==> src/rtl/instr_fetch_queue.sv <==
// instr_fetch_queue
//   Fetch stage in front of instruction decode. Walks the PC sequentially and
//   issues one instruction-memory read at a time. Returned words are buffered
//   in a DEPTH-entry FIFO, and decode sees the head entry as {instr, pc}.
//   A taken control transfer from decode (jump && jaccept) flushes the FIFO
//   and restarts fetch at the word-aligned jaddr. Any read still in flight
//   when the redirect happens is discarded when it returns.
//
// Ports
//   clk, rst        rising-edge clock; asynchronous active-high reset
//   imem_req/addr   out: one-cycle read strobe and word address
//   imem_valid/rdata in: read return, at least one cycle after its request
//   jump, jaccept   in: decode reports a control transfer / that it is taken
//   jaddr           in: redirect target (bits [1:0] are ignored)
//   id_ready        in: decode consumes the head entry this cycle
//   fetch_valid     out: head entry valid
//   fetch_instr_pc  out: {instr[31:0], pc[31:0]} of the head entry, 0 when empty
//
// Handshakes
//   Decode side: an entry moves when fetch_valid && id_ready in a cycle with
//   no redirect. fetch_instr_pc is held stable while fetch_valid && !id_ready.
//   Memory side: imem_req is a one-cycle strobe with no back-pressure. At most
//   one read is outstanding. A request is made only when a FIFO slot is already
//   reserved for its data, so imem_valid never needs a ready.

module instr_fetch_queue #(
  parameter int unsigned DEPTH    = 4,
  parameter logic [31:0] RESET_PC = 32'h0
) (
  input  logic        clk,
  input  logic        rst,
  output logic        imem_req,
  output logic [31:0] imem_addr,
  input  logic        imem_valid,
  input  logic [31:0] imem_rdata,
  input  logic        jump,
  input  logic        jaccept,
  input  logic [31:0] jaddr,
  input  logic        id_ready,
  output logic        fetch_valid,
  output logic [63:0] fetch_instr_pc
);

  localparam int unsigned PW = $clog2(DEPTH);
  localparam int unsigned CW = PW + 1;
  localparam logic [CW-1:0] DEPTH_C = CW'(DEPTH);

  logic [31:0]   pc_q, pc_d;
  logic [31:0]   req_pc_q, req_pc_d;
  logic          inflight_q, inflight_d;
  logic          drop_q, drop_d;
  logic [PW-1:0] rd_ptr_q, rd_ptr_d;
  logic [PW-1:0] wr_ptr_q, wr_ptr_d;
  logic [CW-1:0] count_q, count_d;
  logic [63:0]   fifo_q [DEPTH];
  logic [63:0]   fifo_d [DEPTH];

  logic          redirect;
  logic          resp;
  logic          resp_kept;
  logic [CW-1:0] fill;
  logic          push;
  logic          pop;

  assign fetch_valid    = (count_q != '0);
  assign fetch_instr_pc = fetch_valid ? fifo_q[rd_ptr_q] : 64'd0;
  assign imem_addr      = pc_q;

  always_comb begin
    redirect  = jump & jaccept;
    resp      = imem_valid & inflight_q;
    resp_kept = resp & ~drop_q;
    // Occupancy once a returning, non-dropped word lands. Requesting only
    // while this is below DEPTH reserves the slot for the new read.
    fill      = count_q + CW'(resp_kept);
    // rst is included so the strobe is low for as long as reset is held,
    // not only once the registers have been cleared.
    imem_req  = ~rst & ~redirect & (~inflight_q | imem_valid) & (fill < DEPTH_C);
    push      = resp_kept & ~redirect;
    pop       = fetch_valid & id_ready & ~redirect;

    pc_d       = pc_q;
    req_pc_d   = req_pc_q;
    inflight_d = inflight_q;
    drop_d     = drop_q;
    rd_ptr_d   = rd_ptr_q;
    wr_ptr_d   = wr_ptr_q;
    count_d    = count_q;
    fifo_d     = fifo_q;

    if (redirect) begin
      pc_d     = {jaddr[31:2], 2'b00};
      count_d  = '0;
      rd_ptr_d = '0;
      wr_ptr_d = '0;
      if (inflight_q) begin
        if (imem_valid) begin
          // The word returns in the redirect cycle itself and is thrown away.
          inflight_d = 1'b0;
          drop_d     = 1'b0;
        end else begin
          // The word is still outstanding. Mark it so it is discarded on return.
          drop_d = 1'b1;
        end
      end
    end else begin
      if (imem_req) begin
        pc_d       = pc_q + 32'd4;
        req_pc_d   = pc_q;
        inflight_d = 1'b1;
      end else if (resp) begin
        inflight_d = 1'b0;
      end
      if (resp) begin
        drop_d = 1'b0;
      end
      if (push) begin
        fifo_d[wr_ptr_q] = {imem_rdata, req_pc_q};
        wr_ptr_d         = wr_ptr_q + PW'(1);
      end
      if (pop) begin
        rd_ptr_d = rd_ptr_q + PW'(1);
      end
      case ({push, pop})
        2'b10:   count_d = count_q + CW'(1);
        2'b01:   count_d = count_q - CW'(1);
        default: count_d = count_q;
      endcase
    end
  end

  always_ff @(posedge clk or posedge rst) begin
    if (rst) begin
      pc_q       <= RESET_PC;
      req_pc_q   <= RESET_PC;
      inflight_q <= 1'b0;
      drop_q     <= 1'b0;
      rd_ptr_q   <= '0;
      wr_ptr_q   <= '0;
      count_q    <= '0;
      for (int i = 0; i < int'(DEPTH); i++) begin
        fifo_q[i] <= '0;
      end
    end else begin
      pc_q       <= pc_d;
      req_pc_q   <= req_pc_d;
      inflight_q <= inflight_d;
      drop_q     <= drop_d;
      rd_ptr_q   <= rd_ptr_d;
      wr_ptr_q   <= wr_ptr_d;
      count_q    <= count_d;
      fifo_q     <= fifo_d;
    end
  end

endmodule

==> config.mk <==
export PLATFORM = sky130hd
export DESIGN_NAME = instr_fetch_queue
export DESIGN_NICKNAME = d
export VERILOG_FILES = /design/src/rtl/instr_fetch_queue.sv
export SDC_FILE = /design/constraint.sdc
export NUM_CORES = 1
export LEC_CHECK = 0
export CORE_MARGIN = 2
export CORE_UTILIZATION = 56
export DETAILED_ROUTE_END_ITERATION = 16
export PLACE_DENSITY_LB_ADDON = 0.25
export RECOVER_POWER = 50
export SLEW_MARGIN = 20
export SYNTH_ARGS = -nofsm -noshare
export SYNTH_HDL_FRONTEND = slang
export SYNTH_SLANG_ARGS = --single-unit
==> constraint.sdc <==
create_clock -name clk -period 13 [get_ports clk]
set_clock_uncertainty 0.1 [all_clocks]
set_input_delay 1.3 -clock clk [delete_from_list [all_inputs] [get_ports clk]]
set_output_delay 1.3 -clock clk [all_outputs]
set_load 0.1 [all_outputs]
# Yosys cells after proc, flatten, opt, wreduce, memory -nomap -nowiden
# Index checks and enable logic that the tools add are counted.
# op_classes
n_eq_ne	3
bitwise	16
n_reduce_logical	11
n_mux	22
n_addsub	6
order_cmp	4
# ops
cell	count
$bwmux 256	1
$mux 64	4
$bmux 64 s2	1
$demux 64 s2	1
$mux 32	2
$add 32x3->32 const B	1
$and 1x1->1	9
$reduce_bool 3->1	3
$mux 2	4
$reduce_bool 2->1	4
$mux 1	7
$ge 3x3->1 const B	2
$not 2->3	2
$pmux 3 s2	1
$reduce_and 2->1	3
$add 2x1->2 const B	2
$not 1->1	4
$add 3x1->3	1
$add 3x1->3 const B	1
$lt 3x1->1 const B	1
$lt 3x3->1 const B	1
$mux 3	1
$sub 3x1->3 const B	1
$eq 2x1->1 const B	1
other kinds (4)	4
# totals
reg_bits	329
input_bits	70
output_inout_bits	98
elab_cells	73

# Logic depth before layout (Yosys ltp)
# Gate-level depths: netlist (run 1).
# depth
ltp_word	7
mapped_depth	10

# Worst setup path before layout (run 1)
# OpenSTA, ideal clock, no wires.
# synth_path
path_kind	input port to flip-flop
startpoint	input rst
endpoint	register pc_q[18], in the netlist imem_addr[18]
setup_slack_ps	3364
arrival_time_ps	9385
stages	4
n_path_buf	0
setup_ps	151
cell_sequence	inv_1 nand3_1 a2111oi_0 o211ai_1
# synth_via
elab_chain_len	5
# synth_lines
item	line_no	text
start, declared	31	input logic rst,
$not 1->1	78	imem_req = ~rst & ~redirect & (~inflight_q | imem_valid) & (fill < DEPTH_C);
$and 1x1->1 (3 in a row)	78	
$reduce_bool 2->1 (no line)	n/a	
end signal, assigned	145	pc_q <= pc_d;
end, declared	48	logic [31:0] pc_q, pc_d;
# Every way passes these cells.
# A chain may end at the register's enable or synchronous reset.

==> summary.txt, run 1 <==
Run
  – Max cap viols: 4

Yosys
  – Post-Syn Area: 14500 um2
  – Synth Area in Adders: less than 1%
  – Largest family of logic cells by synthesized area: multiplexers
  – Post-synthesis mux area share: ~29%
  – Compound-Gate Fraction of Synth Area: approximately 3.2%
  – Yosys reg bits: approximately 320
  – Syn_area_per_cell: ~14 um2
  – Seq/Total Area, Yosys: 54.6%
  – Synth Area in Simple Gates: about a tenth
  – Number of flops mapped to enable cells by yosys: 0
  – Ys flop type: dfrtp_1
  – Synth Area in XOR/XNOR: less than 1%
  – Warnings from Yosys: 0
  – Synth cell types: 52
  – Cell taking the most area after synthesis: dfrtp_1
  – Area contributors post-synth: dfrtp_1 55%, mux2_2 19%, mux4_2 9.6%
  – FFs w/ async S/R, synth: 100%
  – Synth top area share: 54.6%
  – Cells after synthesis: ~1100

Critical path
  – Worst EP arrival: slightly above 7 ns
  – Critical path launch point type: primary input
  – Worst Setup Path Type: primary input to asynchronous set/reset pin
  – CP cell instances: dlygate4sd3_1 -> clkinvlp_2 -> clkbuf_1
  – Crit-path max cell delay: roughly 2.7 ns
  – Slowest CP cell: clkbuf_1
  – CP required: about 13 ns
  – Critical Path Fanout Max: between 100 and 150
  – CP Capture Type: asynchronous set/reset pin

Final layout
  – Commonest cells after routing, fill and taps aside: 315 x dfrtp_1, 248 x mux2_2, 144 x clkdlybuf4s50_1
  – Ratio of cells with drive above 1 in the final layout: between 30% and 40%
  – Commonest non-fill, non-tap cell in the layout: dfrtp_1
  – Area Overhead vs Synth: 20.2%
  – Final nets: 1296

Timing
  – Slew @ Worst Pin: about 4.4 ns
  – Fmax: approximately 0.13 GHz
  – Fin Setup TNS: 0 ns
  – Final Max Tran Viols: about 290
  – Slew HR: -198%
  – Final hold viol count: 0
  – Tcrit/Tclk final: between 50% and 60%
  – Fin worst setup slack: around 5.5 ns
  – Setup-failing EPs final: 0
  – Final Critical Period: around 7.5 ns
  – Unrepaired setup endpoints after global routing: no

Route
  – Final ANT Viol Nets: 0
  – Initial DRT Pass Iterations: 5
  – Wire per inst: 19.9 um
  – Via/cell ratio: 5.94
  – Iter 0 DRT Violations: around 660
  – Vias: around 9400
  – Detailed Route WL: about 31000 um
  – DRC Markers: 0

Floorplan
  – Die ar.: roughly 27000 um2
  – Std-Cell Rows: 58
  – Initial Utilization: 57.4%
  – I/O pin cnt: roughly 170
  – Die Ht: approximately 170 um
  – Core Region: between 20000 and 30000 um2
  – Die Wd: about 170 um

Clocking
  – # hold bufs at CTS: 0
  – Post-CTS Setup Inserts: 0
  – Clk root buf: clkbuf_16
  – TritonCTS sink count: ~320
  – Post-CTS resize count: 0
  – Clock transition at the registers of the reported paths: ~0.06 ns
  – H-tree Lvls: 2
  – CTS buffer count: 34
  – Maximum root-to-sink buffer count: 3
  – Clock Latency Late Sink: approximately 0.5 ns
  – CTS tree: done

GRT
  – Vias in the first global route: roughly 9800
  – Total congestion overflow: 0
  – GRT Util Overall: between 20% and 30%
  – Largest net degree at the start of global routing: 106
  – Antenna violations before repair: 1
  – First-pass GRT wire length: just over 50000 um

Place
  – Routability cong.: 0.857
  – Setup WS pre-CTS: around 7.3 ns
  – Detailed-placement wirelength estimate: around 19000 um
  – PortBufs: 161

Run status
  – Violated checks: max-capacitance violations, max-slew violations
  – Status: finished with violations

Hold path
  – Worst Hold Class: register to register
-- cell usage after synthesis (9+ instances only) --
master and number:
clkbuf_1 29, nor2_1 35, or3_1 13, dfrtp_1 317, a31oi_1 14, buf_2 30
mux2_2 248, o21ai_0 15, nand2_1 119, nand3_1 15, mux4_2 62, and2_1 66
nand4_1 9
-- sequential cells by signal, indices dropped and copies added (netlist names) --
| name | count |
|---|---|
| wr_ptr_q | 2 |
| fifo_q | 248 |
| imem_addr | 30 |
| inflight_q | 1 |
| req_pc_q | 30 |
| count_q | 3 |
| drop_q | 1 |
| rd_ptr_q | 2 |
-- worst max-delay path: cells and delay by family --
kind | cells | cell delay (ns)
buf+inv | 3 | 5.77
-- metal layers --
layer	wire length (um)	GRT usage [%]	share of wire, %
met3	1910	4.12	6.1
met4	680	7.00	2.2
met1	13900	34.0	44
met5	0	0	0
met2	14900	38.4	47
-- logic make-up after synthesis --
| family | count (synthesis) |
|---|---|
| AND/OR/NAND/NOR | 288 |
| buffers and inverters | 74 |
| AO/OA/AOI/OAI | 67 |
| flip-flops | 317 |
| adder cells (fa/ha/maj) | 6 |
| multiplexers | 311 |
| XOR/XNOR | 8 |
| other | 1 |
-- cell type report --
class,instances,area (um2)
Sequential cell,317,7940
Fill cell,1808,7860
Multi-Input combinational cell,684,6250
Timing Repair Buffer,175,1720
Clock buffer,51,1010
Tap cell,330,413
Clock inverter,9,104
Inverter,8,31.3
Antenna cell,1,2.50
-- through the flow --
stage	hold slack (ns)	std cells	utilization [%]	cell area, um2
finish	0.398	1575	69.0	17500
global route	0.404	1575	69.0	17500
CTS	0.400	1573	69.1	17500
detailed placement	0.387	1513	64.7	16400
global placement	0.382	1513	64.7	16400
floorplan	0.374	1075	-	14500
-- worst paths after layout --
check	start	endpoint	slack, ns	cells after the start
setup / recovery	rst	fifo_q[236]$_DFFE_PP0P_	5.50	3
max in group clk	jaccept	imem_req	6.16	7
setup reg to reg	inflight_q$_DFFE_PP0P_	fifo_q[50]$_DFFE_PP0P_	8.19	5
hold / removal	fifo_q[75]$_DFFE_PP0P_	fifo_q[75]$_DFFE_PP0P_	0.40	1
min in group asynchronous	rst	inflight_q$_DFFE_PP0P_	2.57	2
hold reg to reg	fifo_q[75]$_DFFE_PP0P_	fifo_q[75]$_DFFE_PP0P_	0.40	1
Power of run 1 is not shown: default switching activity piles up to over one toggle a cycle in this logic, so the estimate is an artifact.
==> run 2: changes to the inputs <==
==> constraint.sdc (replaced) <==
create_clock -name clk -period 7.3 [get_ports clk]
set_clock_uncertainty 0.1 [all_clocks]
set_input_delay 0.73 -clock clk [delete_from_list [all_inputs] [get_ports clk]]
set_output_delay 0.73 -clock clk [all_outputs]
set_load 0.1 [all_outputs]
==> run 2 against run 1 <==
First-iteration DRC count shrank 8.1%. Global-route usage decreased by 0.22 points. Largest cell class unchanged. Utilization increased by 0.31 points. The run still ends with max-capacitance violations, max-slew violations left.
==> summary.txt, run 2 (synthesis gave the netlist of run 1 again) <==
Run status
  – Status: finished with violations
  – Violated checks: max-capacitance violations, max-slew violations

Critical path
  – Slowest CP cell: clkdlybuf4s50_1
  – Critical path launch point type: primary input
  – CP Capture Type: primary output
  – Worst EP arrival: 4.90 ns (-2.28 ns)
  – CP required: 6.47 ns (-6.21 ns)
  – Worst Setup Path Type: primary input to primary output
  – Crit-path max cell delay: 1.30 ns (-1.38 ns)
  – Critical Path Fanout Max: 34 (-68%)
  – CP cell instances: dlygate4sd3_1 -> and2_1 -> clkbuf_1 -> nor3_1 -> nand3_2 -> inv_1 -> clkdlybuf4s50_1

GRT
  – GRT Util Overall: 23.7% (-0.22 points)
  – First-pass GRT wire length: 51000 um (about the same)
  – Global Route met1 Usage: 34.7% (+0.67 points)
  – Gr busiest metal: met2
  – Antenna violations before repair: 1 (unchanged)
  – Met2 usage: 37.7% (-0.74 points)
  – GRT met3 Usage: 3.97% (-0.15 points)
  – Vias in the first global route: 9671 (-1.0%)
  – Total congestion overflow: 0 (unchanged)
  – Largest net degree at the start of global routing: 175 (+65%)

Timing
  – Tcrit/Tclk final: about four fifths
  – Fmax: approximately 0.17 GHz
  – Final Max Tran Viols: 32 (-89%)
  – Final hold viol count: 0 (unchanged)
  – Fin Setup TNS: 0 ns (unchanged)
  – Slew @ Worst Pin: 1.65 ns (-2.79 ns)
  – Final Critical Period: between 5 and 6 ns
  – Slew HR: -9.86% (+190 points)
  – Setup-failing EPs final: 0 (unchanged)
  – Unrepaired setup endpoints after global routing: no

Clocking
  – CTS tree: done
  – H-tree Lvls: 2 (unchanged)
  – Maximum root-to-sink buffer count: 3 (unchanged)
  – Post-CTS Setup Inserts: 0 (unchanged)
  – # hold bufs at CTS: 0 (unchanged)
  – TritonCTS sink count: 317 (unchanged)
  – CTS buffer count: 34 (unchanged)
  – Post-CTS resize count: 0 (unchanged)
  – Clk root buf: clkbuf_16
  – Clock Latency Late Sink: 0.50 ns (about the same)
  – Clock transition at the registers of the reported paths: 0.06 ns (about the same)

Final layout
  – Register Area: 7940 um2 (unchanged)
  – Ratio of cells with drive above 1 in the final layout: 31.4% (+0.75 points)
  – FILL cells: 1794 (-0.77%)
  – Max FFs per register: 248 (unchanged)
  – Final nets: 1296 (unchanged)
  – Commonest non-fill, non-tap cell in the layout: dfrtp_1
  – Area Overhead vs Synth: 20.7%
  – Largest Register: fifo_q
  – Commonest cells after routing, fill and taps aside: 315 x dfrtp_1, 248 x mux2_2, 158 x clkdlybuf4s50_1
  – Area of the multi-input gates: 6270 um2 (+0.20%)
  – Ant. Diodes: 0 (-1)

Route
  – DRC Markers: 0 (unchanged)
  – Vias: 9248 (-1.1%)
  – Iter 0 DRT Violations: 610 (-8.1%)
  – Initial DRT Pass Iterations: 5 (unchanged)
  – Detailed Route WL: 31000 um (-1.2%)
  – Via/cell ratio: 5.88 (-0.97%)
  – Final ANT Viol Nets: 0 (unchanged)
  – Wire per inst: 19.7 um (-1.1%)

Floorplan
  – Die Ht: 165 um (unchanged)
  – Initial Utilization: 57.4% (unchanged)
  – Die ar.: 27300 um2 (unchanged)
  – Std-Cell Rows: 58 (unchanged)
  – I/O pin cnt: 168 (unchanged)
  – Die Wd: 165 um (unchanged)
  – Core Region: 25300 um2 (unchanged)

Place
  – Routability cong.: 0.855 (-0.22%)
  – Detailed-placement wirelength estimate: 18500 um (-1.2%)
  – PortBufs: 161 (unchanged)

Hold path
  – Worst Hold Class: register to register

Run
  – Max cap viols: 1 (-3)
-- run 2: final cells by class --
cell class	count	share of cell area (%)
Sequential cell	317	45.2
Multi-Input combinational cell	684	35.7
Timing Repair Buffer	175	9.81
Clock buffer	50	6.01
Tap cell	330	2.35
Clock inverter	9	0.699
Inverter	8	0.178
-- run 2: critical path, delay by kind of cell --
kind,cells,cell delay (ns)
AND/OR/NAND/NOR,3,0.91
buffers and inverters,4,3.23
-- run 2: final timing paths --
path                       slack, ns                 endpoint                    from  cells after the start
min in group asynchronous       0.74   inflight_q$_DFFE_PP0P_                     rst                      2
min                             0.40   fifo_q[46]$_DFFE_PP0P_  fifo_q[46]$_DFFE_PP0P_                      1
max reg2reg                     4.43  fifo_q[173]$_DFFE_PP0P_  inflight_q$_DFFE_PP0P_                      5
max in group asynchronous       3.92  fifo_q[147]$_DFFE_PP0P_                     rst                      4
max                             1.57                 imem_req                 jaccept                      7
min reg2reg                     0.40   fifo_q[46]$_DFFE_PP0P_  fifo_q[46]$_DFFE_PP0P_                      1
-- run 2: layer usage --
layer / up-vias / routed length, um
li1: 4177 / -
met1: 4753 / 14100
met2: 273 / 14600
met3: 43 / 1770
met4: 2 / 468
met5: - / 13
-- run 2: stage by stage --
step	cell area, um2	setup slack, ns	utilization [%]	std cells	hold WS, ns
floorplan	14500	0.974	-	1075	0.374
CTS	17600	2.51	69.4	1572	0.401
detailed placement	16400	2.73	64.7	1513	0.387
global placement	16400	2.74	64.7	1513	0.381
global route	17500	1.30	69.3	1573	0.411
finish	17500	1.57	69.3	1573	0.399
Power of run 2 is left out for the same reason.
